[config.mk]
export PLATFORM = sky130hd
export DESIGN_NAME = alu_seq
export DESIGN_NICKNAME = d
export VERILOG_FILES = /design/src/rtl/alu_seq_pkg.sv /design/src/rtl/alu_seq_iter.sv /design/src/rtl/alu_seq.sv
export SDC_FILE = /design/constraint.sdc
export NUM_CORES = 1
export LEC_CHECK = 0
export ABC_AREA = 1
export BUFFER_PORTS_ARGS = -buffer_cell sky130_fd_sc_hd__buf_2
export CORE_ASPECT_RATIO = 0.8
export CORE_MARGIN = 2
export CORE_UTILIZATION = 55
export CTS_CLUSTER_SIZE = 10
export DETAILED_ROUTE_END_ITERATION = 6
export PLACE_DENSITY = 0.8
export REMOVE_ABC_BUFFERS = 1
export SYNTH_ARGS = -nofsm -noshare
export SYNTH_HDL_FRONTEND = slang
export SYNTH_SLANG_ARGS = --single-unit
[constraint.sdc]
create_clock -name Clk -period 2.4 [get_ports Clk]
set_clock_uncertainty 0.1 [all_clocks]
set_input_delay 0.48 -clock Clk [delete_from_list [all_inputs] [get_ports Clk]]
set_output_delay 0.48 -clock Clk [all_outputs]
set_load 0.005 [all_outputs]
[src/rtl/alu_seq_pkg.sv]
// Shared types for the multi-cycle ALU: opcodes, legal-op list, FSM states.
// Helpers classify opcodes for the top-level decoder.
package alu_seq_pkg;

  typedef enum logic [3:0] {
    LSH = 4'b0000,
    RSH = 4'b0001,
    AND = 4'b0010,
    OR  = 4'b0011,
    MUL = 4'b0100,
    GEQ = 4'b1000,
    EQ  = 4'b1001,
    NEG = 4'b1010,
    ADD = 4'b1011,
    NEQ = 4'b1101
  } op_t;

  localparam int N_LEGAL = 10;
  localparam op_t LEGAL_OPS [N_LEGAL] = '{
    LSH, RSH, AND, OR, MUL, GEQ, EQ, NEG, ADD, NEQ
  };

  typedef enum logic [1:0] {
    IDLE = 2'd0,
    RUN  = 2'd1,
    DONE = 2'd2
  } alu_state_t;

  function automatic logic is_legal(op_t op);
    logic hit;
    hit = 1'b0;
    for (int i = 0; i < N_LEGAL; i++)
      if (op == LEGAL_OPS[i]) hit = 1'b1;
    return hit;
  endfunction

  function automatic logic is_iter(op_t op);
    return (op == LSH) || (op == RSH) || (op == MUL);
  endfunction

endpackage

[src/rtl/alu_seq_iter.sv]
// Iterative datapath: one-bit-per-cycle shifter and shift-add multiplier.
// Next-step values are exposed so the top can capture the final step.
module alu_iter_unit
  import alu_seq_pkg::*;
#(
  parameter int W   = 8,
  parameter int SHW = $clog2(W)
) (
  input  logic         clk,
  input  logic         rst_n,
  input  logic         load,
  input  op_t          load_op,
  input  logic [W-1:0] a,
  input  logic [W-1:0] b,
  input  logic         step,
  input  op_t          op,
  output logic         last,
  output logic [W-1:0] lo,
  output logic [W-1:0] hi,
  output logic         carry
);

  localparam int CW = SHW + 1;

  logic [W-1:0]  lo_q;
  logic [W-1:0]  hi_q;
  logic [W-1:0]  mc_q;
  logic [CW-1:0] cnt_q;
  logic [W:0]    sum;

  // Product sits in {hi,lo}; lo starts as the multiplier and drains right.
  always_comb begin
    lo    = lo_q;
    hi    = hi_q;
    carry = 1'b0;
    sum   = {1'b0, hi_q} + {1'b0, (lo_q[0] ? mc_q : {W{1'b0}})};
    case (op)
      LSH: if (cnt_q != '0) {carry, lo} = {lo_q, 1'b0};
      RSH: if (cnt_q != '0) {lo, carry} = {1'b0, lo_q};
      MUL: {hi, lo} = {sum, lo_q[W-1:1]};
      default: ;
    endcase
  end

  assign last = (cnt_q <= CW'(1));

  always_ff @(posedge clk or negedge rst_n) begin
    if (!rst_n) begin
      lo_q  <= '0;
      hi_q  <= '0;
      mc_q  <= '0;
      cnt_q <= '0;
    end else if (load) begin
      lo_q <= (load_op == MUL) ? b : a;
      hi_q <= '0;
      mc_q <= a;
      if (load_op == MUL)
        cnt_q <= CW'(W);
      else if (load_op == LSH || load_op == RSH)
        cnt_q <= {1'b0, b[SHW-1:0]};
      else
        cnt_q <= '0;
    end else if (step) begin
      lo_q <= lo;
      hi_q <= hi;
      if (cnt_q != '0) cnt_q <= cnt_q - CW'(1);
    end
  end

endmodule

[src/rtl/alu_seq.sv]
// Multi-cycle ALU top: Start/Ready/Done FSM, single-step ops and
// registered result/flag outputs that change only when Done rises.
module alu_seq
  import alu_seq_pkg::*;
#(
  parameter int W = 8
) (
  input  logic         Clk,
  input  logic         Reset_n,
  input  logic         Start,
  input  op_t          OP,
  input  logic [W-1:0] InputA,
  input  logic [W-1:0] InputB,
  output logic         Ready,
  output logic         Done,
  output logic [W-1:0] Out,
  output logic [W-1:0] OutHi,
  output logic         Zero,
  output logic         Carry,
  output logic         Illegal
);

  localparam int SHW = $clog2(W);

  alu_state_t   state;
  alu_state_t   state_nxt;
  op_t          op_q;
  logic [W-1:0] a_q;
  logic [W-1:0] b_q;
  logic         accept;
  logic         run;
  logic         fin;
  logic         it_last;
  logic [W-1:0] it_lo;
  logic [W-1:0] it_hi;
  logic         it_c;
  logic [W-1:0] res;
  logic [W-1:0] res_hi;
  logic         res_c;
  logic         res_ill;

  assign Ready  = (state != RUN);
  assign Done   = (state == DONE);
  assign accept = Start && Ready;
  assign run    = (state == RUN);
  assign fin    = is_iter(op_q) ? it_last : 1'b1;

  alu_iter_unit #(.W(W), .SHW(SHW)) u_iter (
    .clk     (Clk),
    .rst_n   (Reset_n),
    .load    (accept),
    .load_op (OP),
    .a       (InputA),
    .b       (InputB),
    .step    (run),
    .op      (op_q),
    .last    (it_last),
    .lo      (it_lo),
    .hi      (it_hi),
    .carry   (it_c)
  );

  always_ff @(posedge Clk or negedge Reset_n) begin
    if (!Reset_n) state <= IDLE;
    else          state <= state_nxt;
  end

  always_comb begin
    state_nxt = state;
    case (state)
      IDLE:    if (Start) state_nxt = RUN;
      RUN:     if (fin) state_nxt = DONE;
      DONE:    state_nxt = Start ? RUN : IDLE;
      default: state_nxt = IDLE;
    endcase
  end

  always_ff @(posedge Clk or negedge Reset_n) begin
    if (!Reset_n) begin
      op_q <= LSH;
      a_q  <= '0;
      b_q  <= '0;
    end else if (accept) begin
      op_q <= OP;
      a_q  <= InputA;
      b_q  <= InputB;
    end
  end

  always_comb begin
    res     = '0;
    res_hi  = '0;
    res_c   = 1'b0;
    res_ill = !is_legal(op_q);
    case (op_q)
      LSH, RSH: begin
        res   = it_lo;
        res_c = it_c;
      end
      AND: res = a_q & b_q;
      OR:  res = a_q | b_q;
      MUL: begin
        res    = it_lo;
        res_hi = it_hi;
      end
      GEQ: res = W'(a_q >= b_q);
      EQ:  res = W'(a_q == b_q);
      NEG: res = ~a_q + W'(1);
      ADD: {res_c, res} = {1'b0, a_q} + {1'b0, b_q};
      NEQ: res = W'(a_q != b_q);
      default: ;
    endcase
  end

  always_ff @(posedge Clk or negedge Reset_n) begin
    if (!Reset_n) begin
      Out     <= '0;
      OutHi   <= '0;
      Zero    <= 1'b1;
      Carry   <= 1'b0;
      Illegal <= 1'b0;
    end else if (run && fin) begin
      Out     <= res;
      OutHi   <= res_hi;
      Zero    <= (res == '0);
      Carry   <= res_c;
      Illegal <= res_ill;
    end
  end

endmodule
=== Word-level counts from Yosys, hierarchy flattened ===
Cells that the tools add are included.
Widths: inputs -> output; s select.

* RAM bits: 0
* Bits in latches: 0
* Memories: 0
* Input bits: 23
* Output and inout bits: 21
* Logic and storage cells: 92
* Bits in read-only memories: 0
* Flip-flop bits (word level): 61

* Multiply operators: 0
* Bitwise logic cells: 3
* $add $sub $neg: 4
* Divide/modulo/power cells: 0
* Equal/unequal tests: 18
* Shift operators: 0
* Reduce and logical (&&, ||, !) cells: 17
* Muxes and demuxes: 36
* Magnitude comparators: 2

{| class="wikitable"
|+ Operators with widths
! operator !! count
|-
| $mux 8 || 10
|-
| $pmux 8 s8 || 1
|-
| $pmux 8 s3 || 1
|-
| $eq 4x4->1 const B || 5
|-
| $add 8x8->9 || 2
|-
| $mux 4 || 4
|-
| $mux 1 || 14
|-
| $add 8x1->8 const B || 1
|-
| $and 8x8->8 || 1
|-
| $eq 4x1->1 const B || 2
|-
| $eq 4x2->1 const B || 2
|-
| $eq 4x3->1 const B || 2
|-
| $eq 8x8->1 || 1
|-
| $ge 8x8->1 || 1
|-
| $logic_not 4->1 || 2
|-
| $logic_not 8->1 || 1
|-
| $ne 8x8->1 || 1
|-
| $not 8->8 || 1
|-
| $or 8x8->8 || 1
|-
| $pmux 2 s3 || 1
|-
| $le 4x1->1 const B || 1
|-
| $mux 2 || 2
|-
| $ne 2x1->1 const B || 2
|-
| $pmux 1 s2 || 2
|-
| other kinds (14) || 19
|}

=== Logic depth before layout (Yosys ltp) ===
* Word-level depth: 12
* Depth in mapped cells: 14
* Mapped depth without buffers: 14

=== Hierarchy ===
A second synthesis with hierarchy kept.

* Cell total of the unflattened synthesis: 725
* Area total of the unflattened synthesis: 5027.3 um^2

{| class="wikitable"
|+ By module, submodules not included
! module !! seq. area each (um^2) !! times used !! cells an instance !! area an instance (um^2)
|-
| alu_seq || 1027.2 || 1 || 375 || 2733.9
|-
| alu_iter_unit || 700.7 || 1 || 350 || 2293.4
|}

=== Least setup slack after synthesis ===
OpenSTA, ideal clock, no wires.

* Path kind: register to register
* Start: register u_iter.lo_q[0]
* End: register u_iter.hi_q[5]
* Cell stages (with the launch flop): 15
* Path buffers: 1
* Path slack: 198 ps
* Clock period less this slack: 2202 ps
* Setup time: 125 ps
* Arrival: 1977 ps
* Data required time: 2175 ps
* Cells stage by stage: dfrtp_1 -> clkbuf_1 -> nand2_1 -> inv_1 -> ha_1 -> fa_1 -> nand3_1 -> nand2_1 -> nand2_1 -> nand2_1 -> a21oi_1 -> xor2_1 -> inv_1 -> nand3_1 -> nand3_1

* Longest elaborated chain between the ends: 5

{| class="wikitable"
|+ Ends and longest elaborated chain
! element !! RTL line !! RTL
|-
| from (decl) || alu_seq_iter.sv:25 || <nowiki>logic [W-1:0] lo_q;</nowiki>
|-
| from (signal assigned) || alu_seq_iter.sv:54 || <nowiki>lo_q <= (load_op == MUL) ? b : a;</nowiki>
|-
| from (signal assigned) || alu_seq_iter.sv:64 || <nowiki>lo_q <= lo;</nowiki>
|-
| $mux 8 || alu_seq_iter.sv:36 || <nowiki>sum = {1'b0, hi_q} + {1'b0, (lo_q[0] ? mc_q : {W{1'b0}})};</nowiki>
|-
| $add 8x8->9 || alu_seq_iter.sv:36 ||
|-
| $mux 8 || alu_seq_iter.sv:37 || <nowiki>case (op)</nowiki>
|-
| $mux 8 || alu_seq_iter.sv:63 || <nowiki>end else if (step) begin</nowiki>
|-
| $mux 8 || alu_seq_iter.sv:53 || <nowiki>end else if (load) begin</nowiki>
|-
| to (signal assigned) || alu_seq_iter.sv:65 || <nowiki>hi_q <= hi;</nowiki>
|-
| to (decl) || alu_seq_iter.sv:26 || <nowiki>logic [W-1:0] hi_q;</nowiki>
|}

Every way passes these cells. The select of a mux whose other input is x is not followed.
A chain may end at the register's enable or synchronous reset.

=== Worst setup path after layout ===
Same ends and word-level chain as after synthesis.

==> results by group <==
Global routing
  • Antenna violations before repair: 0
  • Number of global-route vias before repair: 4439
  • Total overflow reported by the global router: 0
  • Wire length of the first global-routing pass: 22170 um
  • Pin count of the biggest net entering global routing: 47
  • Global-route usage over all layers: 0.3122

Logic synthesis
  • Top cells by area in the synthesized netlist: dfrtp_1 32%, nand2_1 14%, ha_1 9.5%, nand3_1 7.9%, inv_1 6.9%
  • Synth top area share: 0.3247
  • Number of instances in the synthesized netlist: 657
  • Register bit total from synthesis: 61
  • Count of synthesis-stage warnings from yosys: 0
  • Count of unique library cells instantiated by Yosys: 45
  • Synthesized area per cell: 7.039 sq um
  • Predominant post-synthesis flop cell: dfrtp_1
  • Number of enable flip-flop cells after synthesis: 0
  • Largest area contributor in the netlist: dfrtp_1
  • Fraction of registers with async set or reset after synthesis: 1.000
  • Share of the yosys chip area belonging to registers: 0.3304
  • Post-synthesis cell area: 4624 sq um

Worst hold path
  • Endpoint, Worst Hold: u_iter.mc_q[7]
  • Hold Path Origin: InputA[7]
  • Hold Crit Class: in -> reg
  • Hold-critical path depth: 3

Layout
  • Area added between synthesis and finish: 15.75%
  • Count of inserted antenna diode cells: 0
  • Most common cell after layout, fill and taps aside: nand2_1
  • Leading cell types in the layout, fill and taps excluded: 167 x nand2_1, 85 x inv_1, 73 x nand3_1
  • Fraction of layout instances using a drive strength above 1: 0.1777
  • Final-stage net count: 781
  • Final standard cell count with taps included and fillers excluded: 834

Place
  • DP Cell Count: 815
  • Number of buffers inserted by port buffering: 43
  • Minimum setup slack after placement: 0.09797 ns
  • RD Place Congestion: 1.039
  • HPWL Detailed: 10100 um

Floorplanning
  • I/O Pins: 44
  • Total core area: 8055 sq um
  • Num rows: 29
  • DIE WIDTH: 106.5 um
  • Vertical extent of the die: 86.02 um
  • Starting density of the core: 0.5741
  • DIE AREA: 9162 sq um

Power
  • Leakage power: 0.002880 uW
  • Worst IR Drop VDD: 0.0006636 V
  • Total power divided by cell area: 1347 nW/um^2

Critical path
  • Data required time at the worst endpoint: 2.53 ns
  • Start of the worst register-to-register path: u_iter.lo_q[0]
  • Maximum fanout along the worst path: 7
  • CP Class: reg -> reg
  • R2R Setup Slk: 0.15 ns
  • Category of the worst setup path launch point: flop
  • Number of cells traversed by the worst register-to-register path: 13
  • Critical register-to-register path endpoint: u_iter.hi_q[5]
  • Nature of the critical path endpoint: flop
  • Worst endpoint data arrival time: 2.38 ns

Route
  • Pre-Repair DR Iteration Count: 5
  • DR vias/cell: 5.775
  • First-iteration detailed-routing DRC count: 431
  • Vias after detailed routing: 4816
  • Avg WL per Cell: 16.06 um
  • Number of DRC violations after detailed routing: 0
  • Detailed-route wire length: 13390 um
  • Post-route antenna net violation count: 0

Clocking
  • Worst-Skew Late Latency: 0.36 ns
  • Count of clock tree sinks: 61
  • Root buffer selected by CTS: clkbuf_8
  • TritonCTS clock tree: built
  • TritonCTS buffer count: 9
  • Maximum level of the CTS H-tree: 3
  • Number of buffers on the longest clock path: 2
  • Clock slew at the register clock pins of the worst setup and hold paths: 0.08 ns

STA
  • Final hold violations: 0
  • Worst-Margin Slew: 0.4777 ns
  • Maximum frequency from static timing analysis: 444.7 MHz
  • Post-layout worst setup margin: 0.1514 ns
  • Final-report setup violation count: 0
  • Post-route minimum period: 2.249 ns
  • Final worst path period share: 0.9369
  • Max_slew headroom: 0.6816
  • Slew Limit Fails: 0

Job
  • Max cap viols: 0

Run status
  • Status: finished clean
per-stage QoR:
step                      hold WS, ns  TNS [ns]    util  instance area (sq um)  power [uW]
after global routing           0.2586  -0.01250  0.6645                   5353        7812
after global placement         0.3568         0  0.6264                   5046        5737
after floorplan               0.08441    -6.180       -                   4531        4492
after CTS                      0.2572         0  0.6580                   5300        6998
final                          0.2581         0  0.6645                   5353        7210
after detailed placement       0.3621         0  0.6264                   5046        5843
worst max path at each step:
stage	from	to	slack, ns	cells past startpoint
floorplan	state[0]	u_iter.lo_q[7]	-0.51	9
global placement	u_iter.lo_q[0]	u_iter.hi_q[5]	0.20	13
detailed placement	u_iter.lo_q[0]	u_iter.hi_q[5]	0.1	13
CTS	u_iter.lo_q[0]	u_iter.hi_q[5]	0.08	13
global route	u_iter.lo_q[0]	u_iter.hi_q[5]	-0.01	13
finish	u_iter.lo_q[0]	u_iter.hi_q[5]	0.15	13
kinds of logic (layout without fill, tap and decap cells):
| logic type | Yosys count | count (layout) | synth area share |
|---|---|---|---|
| fa+ha+maj | 37 | 37 | 0.1034 |
| buf+inv | 107 | 176 | 0.09740 |
| simple gates | 340 | 340 | 0.3260 |
| compound gates | 109 | 109 | 0.1372 |
| xor+xnor | 3 | 3 | 0.005683 |
| flops | 61 | 61 | 0.3304 |
critical path, stage by stage (launching register included):
cell and delay, ns:
dfrtp_2 0.45, nand2_1 0.08, inv_1 0.04, ha_1 0.21, fa_2 0.36, nand3_1 0.11
nand2_1 0.10, nand2_2 0.11, nand2_1 0.05, a21oi_1 0.14, xor2_1 0.17, inv_1 0.07
nand3_1 0.06, nand3_1 0.07
cell type report:
| type | count | area (sq um) |
|---|---|---|
| timing repair buffer | 66 | 402.9 |
| fill | 686 | 2703 |
| tap | 108 | 135.1 |
| clock inverter | 3 | 65.06 |
| clock buffer | 13 | 178.9 |
| multi-input combinational | 489 | 2681 |
| sequential | 61 | 1533 |
| inverter | 94 | 356.6 |
state kept, by name, indices dropped and copies added, names as in the netlist:
register,count
Carry,1
u_iter.mc_q,8
Out,8
Illegal,1
op_q,4
OutHi,8
u_iter.lo_q,8
Zero,1
b_q,8
u_iter.cnt_q,4
u_iter.hi_q,8
state,2
routing by layer:
metal  vias to the layer above  track usage  share of wire
met1                      2209       0.4464           0.44
met4                         0       0.1074          0.025
met2                       286       0.4528           0.42
met3                        31      0.09119           0.12
met5                         -            0              0
li1                       2290            -              -
power by group:
group          switching, uW  leakage (uW)  internal [uW]  total [uW]
Clock                    427      0.000126            697        1120
Sequential               349      0.000771           1430        1780
Combinational           2790       0.00198           1520        4310
Total                   3570       0.00288           3640        7210
repair_timing:
| item | CTS | global route |
|---|---|---|
| buffers inserted | 0 | 2 |
| hold buffers | 1 | 0 |
| endpoints found under the setup margin | 0 | 4 |
| gates resized for setup | 0 | 13 |
| hold endpoints to repair | 18 | 0 |
synthesized netlist by cell type (2+ instances only):
library cell,instances
a21oi_1,18
nand2_2,7
nand2_4,6
nand3_1,73
o221ai_1,2
clkbuf_1,3
or2_2,3
ha_1,35
o211ai_1,5
a32o_1,2
buf_4,5
nor2_1,60
buf_2,2
o21ai_0,53
o2111ai_1,2
a31oi_1,4
o22ai_1,9
dfrtp_1,60
a22o_1,3
inv_2,6
nand3b_1,3
o21a_1,3
inv_1,85
nand2_1,168
xor2_1,2
fa_1,2
nor2_2,6
nand4_1,11
o21ai_1,3
Note: power is estimated with default switching activity, not from simulation.
